**src/rtl/mem_port_arbiter.sv**
```systemverilog
`default_nettype none
// ============================================================================
// Module   : mem_port_arbiter
// Purpose  : Three-way round-robin arbiter sharing one single-port 2K x 32
//            memory between the host path (port 0), the RISC-V data port
//            (port 1) and the RISC-V instruction-fetch port (port 2).
//            Grants are combinational, and the access happens in the grant
//            cycle. Read data is registered and flagged with a per-port
//            rvalid pulse one cycle later.
// Ports    : clk, rst (async, active-high), cpu_rst (masks ports 1/2)
//            h_/d_/i_ req, we, addr, wdata  - requester side
//            h_/d_/i_ gnt, rvalid, rdata     - requester responses
//            mem_addr/mem_wdata/mem_we/mem_rdata - memory port
//            clr_cnt, h_/d_/i_ cnt           - saturating grant counters
// Revision : 1.0 - initial release
// ============================================================================
module mem_port_arbiter #(
    parameter int CNT_W = 16
) (
    input  logic             clk,
    input  logic             rst,
    input  logic             cpu_rst,
    input  logic             h_req,
    input  logic             d_req,
    input  logic             i_req,
    input  logic             h_we,
    input  logic             d_we,
    input  logic [10:0]      h_addr,
    input  logic [10:0]      d_addr,
    input  logic [10:0]      i_addr,
    input  logic [31:0]      h_wdata,
    input  logic [31:0]      d_wdata,
    output logic             h_gnt,
    output logic             d_gnt,
    output logic             i_gnt,
    output logic             h_rvalid,
    output logic             d_rvalid,
    output logic             i_rvalid,
    output logic [31:0]      rdata,
    output logic [10:0]      mem_addr,
    output logic [31:0]      mem_wdata,
    output logic             mem_we,
    input  logic [31:0]      mem_rdata,
    input  logic             clr_cnt,
    output logic [CNT_W-1:0] h_cnt,
    output logic [CNT_W-1:0] d_cnt,
    output logic [CNT_W-1:0] i_cnt
);

    localparam logic [1:0] c_LAST_RST = 2'd2;   // host is searched first after reset

    logic [2:0]       w_eff;
    logic [2:0]       w_gnt;
    logic [1:0]       w_gnt_idx;
    logic             w_any;
    logic             w_rd;
    logic [10:0]      w_mem_addr;
    logic [31:0]      w_mem_wdata;
    logic             w_mem_we;

    logic [1:0]       r_last;
    logic [2:0]       r_rvalid;
    logic [31:0]      r_rdata;
    logic [CNT_W-1:0] r_cnt [3];

    // CPU ports are masked while the core is in reset; everything is idle in reset.
    always_comb begin
        w_eff = {i_req & ~cpu_rst, d_req & ~cpu_rst, h_req};
        if (rst) begin
            w_eff = 3'b000;
        end
    end

    // Search starts one past the last granted port and wraps.
    // The unreachable value 3 falls into the default (host-first) order.
    always_comb begin
        w_gnt = 3'b000;
        case (r_last)
            2'd0: begin
                if      (w_eff[1]) w_gnt = 3'b010;
                else if (w_eff[2]) w_gnt = 3'b100;
                else if (w_eff[0]) w_gnt = 3'b001;
            end
            2'd1: begin
                if      (w_eff[2]) w_gnt = 3'b100;
                else if (w_eff[0]) w_gnt = 3'b001;
                else if (w_eff[1]) w_gnt = 3'b010;
            end
            default: begin
                if      (w_eff[0]) w_gnt = 3'b001;
                else if (w_eff[1]) w_gnt = 3'b010;
                else if (w_eff[2]) w_gnt = 3'b100;
            end
        endcase
    end

    always_comb begin
        w_gnt_idx = 2'd0;
        if (w_gnt[1]) w_gnt_idx = 2'd1;
        if (w_gnt[2]) w_gnt_idx = 2'd2;
    end

    assign w_any = |w_gnt;

    // Memory port mux; write data is zeroed on reads so the bus is quiet.
    always_comb begin
        w_mem_addr  = 11'd0;
        w_mem_wdata = 32'd0;
        w_mem_we    = 1'b0;
        if (w_gnt[0]) begin
            w_mem_addr  = h_addr;
            w_mem_we    = h_we;
            w_mem_wdata = h_we ? h_wdata : 32'd0;
        end else if (w_gnt[1]) begin
            w_mem_addr  = d_addr;
            w_mem_we    = d_we;
            w_mem_wdata = d_we ? d_wdata : 32'd0;
        end else if (w_gnt[2]) begin
            w_mem_addr  = i_addr;
        end
    end

    assign w_rd = w_any & ~w_mem_we;

    always_ff @(posedge clk or posedge rst) begin
        if (rst) begin
            r_last   <= c_LAST_RST;
            r_rvalid <= 3'b000;
            r_rdata  <= 32'd0;
        end else begin
            if (w_any) begin
                r_last <= w_gnt_idx;
            end
            r_rvalid <= w_rd ? w_gnt : 3'b000;
            if (w_rd) begin
                r_rdata <= mem_rdata;
            end
        end
    end

    generate
        for (genvar gi = 0; gi < 3; gi++) begin : g_cnt
            always_ff @(posedge clk or posedge rst) begin
                if (rst) begin
                    r_cnt[gi] <= '0;
                end else if (clr_cnt) begin
                    r_cnt[gi] <= '0;
                end else if (w_gnt[gi] && (r_cnt[gi] != {CNT_W{1'b1}})) begin
                    r_cnt[gi] <= r_cnt[gi] + 1'b1;
                end
            end
        end
    endgenerate

    assign h_gnt     = w_gnt[0];
    assign d_gnt     = w_gnt[1];
    assign i_gnt     = w_gnt[2];
    // A CPU read in flight when cpu_rst rises loses its valid pulse; rdata still updates.
    assign h_rvalid  = r_rvalid[0];
    assign d_rvalid  = r_rvalid[1] & ~cpu_rst;
    assign i_rvalid  = r_rvalid[2] & ~cpu_rst;
    assign rdata     = r_rdata;
    assign mem_addr  = w_mem_addr;
    assign mem_wdata = w_mem_wdata;
    assign mem_we    = w_mem_we;
    assign h_cnt     = r_cnt[0];
    assign d_cnt     = r_cnt[1];
    assign i_cnt     = r_cnt[2];

endmodule
`default_nettype wire

```
**config.mk**
```make
export PLATFORM = sky130hd
export DESIGN_NAME = mem_port_arbiter
export DESIGN_NICKNAME = d
export VERILOG_FILES = /design/src/rtl/mem_port_arbiter.sv
export SDC_FILE = /design/constraint.sdc
export NUM_CORES = 1
export LEC_CHECK = 0
export CORE_AREA = 4 4 116 118
export CTS_CLUSTER_DIAMETER = 60
export DETAILED_ROUTE_END_ITERATION = 6
export DIE_AREA = 0 0 120 122
export PLACE_DENSITY = 0.8
export SLEW_MARGIN = 40
export SYNTH_ARGS = -nofsm -noshare
export SYNTH_HDL_FRONTEND = slang
export SYNTH_SLANG_ARGS = --single-unit
```
**constraint.sdc**
```tcl
create_clock -name clk -period 2.9 [get_ports clk]
set_clock_uncertainty 0.15 [all_clocks]
set_input_delay 0.29 -clock clk [delete_from_list [all_inputs] [get_ports clk]]
set_output_delay 0.29 -clock clk [all_outputs]
set_load 0.05 [all_outputs]
```
Yosys cells after proc, flatten, opt, wreduce, memory -nomap -nowiden --
Index checks and enable logic that the tools add are counted.
Operators by class: add/sub/neg operators 3, eq/ne operators 4, multiplexer cells 29, bitwise gates (word level) 7, reduce and logical (&&, ||, !) cells 8
Operators with widths (number):
- $mux W32 | 4
- $mux W16 | 6
- $add A16 B1 Y16 const B | 3
- $ne A16 B16 Y1 const B | 3
- $mux W11 | 3
- $mux W3 | 8
- $mux W2 | 3
- $pmux W3 S2 | 1
- $reduce_bool A2 Y1 | 3
- $and A1 B1 Y1 | 5
- $mux W1 | 4
- $logic_and A1 B1 Y1 | 3
- $reduce_or A3 Y1 | 1
- $eq A2 B1 Y1 const B | 1
- $logic_not A2 Y1 | 1
- $not A1 Y1 | 2
Storage, ports and cells: bits in registers 85, input port bits 138, output and inout bits 130, logic and storage cells 57

Logic depth before layout (Yosys ltp) --
Gate-level depths: netlist of the first run.
depth after elaboration 12, gate-level depth with buffers 10, mapped depth without buffers 6

Worst setup path after synthesis of the first run --
Ideal clock, no wire load.
kind register to output, start point register r_last[1], end point output mem_addr[2], arrival time 2373 ps, data required time 2460 ps, path slack 87 ps, stages on the path, launching flop included 9, path buffers 2, cells stage by stage dfstp_2 -> nor2b_1 -> o21ai_0 -> nand2_1 -> clkbuf_1 -> inv_1 -> clkbuf_1 -> a222oi_1 -> inv_1
On the way: elaborated cells on any way between the ends 6, those cells by class 1 x eq/ne; 4 x mux; 1 x reduce/logical
RTL lines:
- start: declaration | line 61 | logic [1:0] r_last;
- start signal: assignment | line 127 | r_last <= c_LAST_RST;
- start signal: assignment | line 132 | r_last <= w_gnt_idx;
- $eq A2 B1 Y1 / $logic_not A2 Y1 (equally long branches) | line 78 | case (r_last)
- $pmux W3 S2 (*) | line 78
- net d_gnt | line 34 | output logic d_gnt,
- $mux W11 (*) | line 114 | end else if (w_gnt[1]) begin
- $mux W11 (*) | line 110 | if (w_gnt[0]) begin
- end: declaration | line 40 | output logic [10:0] mem_addr,
The timed path passes the listed nets; every way through them passes the cells marked *.

Worst setup path in the final report of the first run --
start point input cpu_rst, end point output mem_we
On the way: longest elaborated chain between the ends 9, elaborated cells on any way between the ends 14, those cells by class 11 x mux; 3 x bitwise
RTL lines:
- start: declaration | line 22 | input logic cpu_rst,
- $not A1 Y1 (*) | line 68 | w_eff = {i_req & ~cpu_rst, d_req & ~cpu_rst, h_req};
- $and A1 B1 Y1 | line 68
- $mux W3 (*) | line 69 | if (rst) begin
- $mux W2 | line 87 | else if (w_eff[1]) w_gnt = 3'b010;
- $mux W2 | line 86 | else if (w_eff[0]) w_gnt = 3'b001;
- $mux W3 | line 85 | if (w_eff[2]) w_gnt = 3'b100;
- $pmux W3 S2 (*) | line 78
- $mux W1 | line 114
- $mux W1 (*) | line 110
- end: declaration | line 42 | output logic mem_we,
Mark *: on every way between the ends. The rest lies on a longest branch, timed or not.

==> run metrics, run 1 <==
Antenna Cells=0; CP Class=input port to primary output; core area=roughly 0.012 mm2; mux contribution to synthesized area=about an eighth; Worst Tran Pin Value=0.607 ns; Placement Rows=between 40 and 50; share of layout cells above drive strength 1=18.3%; most frequent cells in the layout=clkdlybuf4s50_1 (219), dfrtp_1 (84), nor2_1 (41), buf_12 (37), a22o_1 (32); Netlist cell types=48; IO buf count=267; RR Startpoint=r_last[1]$_DFFE_PP1P_; Final Max Tran Viols=0; Worst Hold Class=input port to flip-flop; vias in the first global route=4,917; Die Area=0.0146 mm2; routability congestion estimate from global placement=0.857; Slowest-stage cell, CP=clkdlybuf4s50_1; startpoint types=input port; cell taking the most area after synthesis=dfrtp_1; Die H=around 120 um; register bit total from synthesis=85; clk sinks=85; pin count of the biggest net entering global routing=40; Leakage=0.00345 uW; Mapped Cells=roughly 460; CTS tree=yes; Resize count post-CTS=0; Post-synth EDFFs=0; Syn Area/Cell=~10 um2; post-route minimum period=2.78 ns; WP data required=about 2.5 ns; slew margin rel.=approximately 59%; via count=between 4,000 and 5,000; htree depth=3; share of synthesized cell area in and, or, nand and nor gates=18.2%; # setup viols final=0; kind of cell adding the most delay to the critical path=buffers and inverters; worst hold margin=0.172 ns; I/O pin total=268; fraction of registers with async set/reset=100%; worst-path cell chain=clkdlybuf4s50_1 > nor3b_2 > a211o_2 > inv_4 > and2_4 > buf_4 > or3_1 > buf_12; Non-Filler Instances=900; hpwl dp=about 13 mm; Bufs on Longest Clock Path=2; first-pass GRT wire length=around 25 mm; syn_nets=approximately 600; Crit path arrival time=2.34 ns; Adder-Cell Fraction of Synth Area=less than 1%; combinational family with the most area after synthesis=simple AND/OR/NAND/NOR gates; Post-CTS Setup Inserts=0; Post-Syn Area=0.00475 mm2; final hold vios=0; RSZ-0062 raised after global routing=no; Crit. End Element=primary output; Layout Nets=approximately 860; vias per cell=5.24; Critical Path Max Stage Delay=around 0.55 ns; Compound-Gate Fraction of Synth Area=between 15 and 20%; GR Util All Layers=a little over a fifth; HP Start=clr_cnt; Die Wd=~120 um; TritonCTS Buffers=9; CP Max Fanout=11; Worst setup startpoint=cpu_rst; Final ANT Viol Nets=0; antenna violations before repair=0; synth warn=0; DRT iter0 DRCs=between 300 and 400; total congestion overflow=0; xor/xnor share of the synthesized area=between 4 and 5%; Initial Utilization=a little under two fifths; worst skew pair latency=about 0.34 ns; drt first pass iters=7; most common cell after layout, fill and taps aside=clkdlybuf4s50_1; Placed Cells=slightly below 900; Peak VDD IR=a little over 0.5 mV; # DRC=3; final wirelength=between 15 and 20 mm; Synth Flop Type=dfrtp_1; Tcrit/Tclk final=between 90% and 100%; WL per Instance=18.2 um; fmax=approximately 0.36 GHz; status=finished with violations; sequential fraction of the synthesis area=44.8%; synthesis-to-finish area growth=73.7%; Clock Tree Root=clkbuf_16; WP buf/inv=4; setup_tns=0 ns; number of fill cells in the layout=965; PwrDens=a little over 500 mW/mm2; CTS Hold Bufs=0; failing checks=design-rule violations; share of the synthesized area in the top cell type=between 40% and 50%; CTS clk-pin slew, worst paths=0.06 ns; maximum capacitance violations=0; Synth area leaders=dfrtp_1 (44%), mux2_4 (9.2%), a22o_1 (5.9%)
sequential cells by signal, indices dropped and copies added (netlist names):
signal    count
rdata        32
d_cnt        16
h_cnt        16
i_cnt        16
r_rvalid      3
r_last        2
cell usage after synthesis (4+ instances only):
| cell | count |
|---|---|
| mux2_2 | 9 |
| a21oi_1 | 16 |
| nor2b_1 | 9 |
| inv_1 | 22 |
| and3_1 | 6 |
| and4_1 | 5 |
| buf_6 | 6 |
| nand2_1 | 17 |
| dfrtp_1 | 84 |
| nor3_1 | 10 |
| a222oi_1 | 11 |
| nand2b_1 | 4 |
| nand3_1 | 22 |
| o21ai_0 | 6 |
| o31ai_1 | 9 |
| nor2_1 | 41 |
| mux2_4 | 29 |
| a211oi_1 | 4 |
| nand4_1 | 11 |
| or4_1 | 9 |
| clkbuf_1 | 23 |
| or3_1 | 5 |
| a22o_1 | 32 |
| nor4_1 | 11 |
| xnor2_1 | 20 |
report_power, final:
part | switching [uW] | internal [uW] | leakage (uW)
clock network | 482 | 612 | 0.000133
logic | 915 | 726 | 0.00221
registers | 95.6 | 1330 | 0.00111
total | 1490 | 2660 | 0.00345
metal layers:
| metal | vias to the layer above | part of all wire [%] | wire, um | GRT usage, % |
|---|---|---|---|---|
| met5 | - | 0 | 0 | 0 |
| met4 | 0 | 1.2 | 193 | 5.37 |
| met3 | 15 | 8.8 | 1430 | 8.54 |
| met2 | 202 | 50 | 8170 | 35.5 |
| met1 | 2279 | 40 | 6560 | 27.3 |
| li1 | 2224 | - | - | - |
final timing paths:
kind | slack [ns] | cells after the start | endpoint
max | 0.12 | 8 | mem_we
min | 0.17 | 2 | i_cnt[3]$_DFFE_PP0P_
max reg2reg | 0.51 | 6 | rdata[18]$_DFFE_PP0P_
min reg2reg | 0.35 | 2 | r_last[1]$_DFFE_PP1P_
max in group asynchronous | 1.73 | 3 | rdata[5]$_DFFE_PP0P_
min in group asynchronous | 0.31 | 2 | h_cnt[12]$_DFFE_PP0P_
cell type report:
type,instances,area (um2),area share (%)
inverter,23,91.3,1.11
clock inverter,5,41.3,0.500
multi-input combinational,318,2380,28.9
tap,172,215,2.61
sequential,85,2130,25.8
timing repair buffer,286,3160,38.2
clock buffer,11,243,2.94
metrics by stage:
step                      util [%]  power (uW)  cell area [um2]  setup WS (ns)
after CTS                     66.2        4200             8260          0.120
after global placement        64.0        3050             7970          0.149
final                         66.2        4160             8260          0.117
after detailed placement      64.0        3080             7970         0.0666
after global routing          66.2        4330             8260         0.0154
after floorplan                  -        2400             4750         0.0873
cell families (layout without fill, tap and decap cells):
kind of cell	after synthesis	after routing
buffers and inverters	52	325
XOR/XNOR	22	22
multiplexers	41	41
flip-flops	85	85
AO/OA/AOI/OAI	91	91
AND/OR/NAND/NOR	161	161
adder cells (fa/ha/maj)	3	3
(Power assumes the default switching activity.)
==> run 2: changes to the inputs <==
GPL_ROUTABILITY_DRIVEN = 0   (was default)
==> results of run 2 <==
Final layout, timing and power as in run 1 (identical DEF).
==> run 3: changes to the inputs <==
CAP_MARGIN = 30   (was default)
==> results of run 3 <==
Final layout, timing and power as in run 1 (identical DEF).
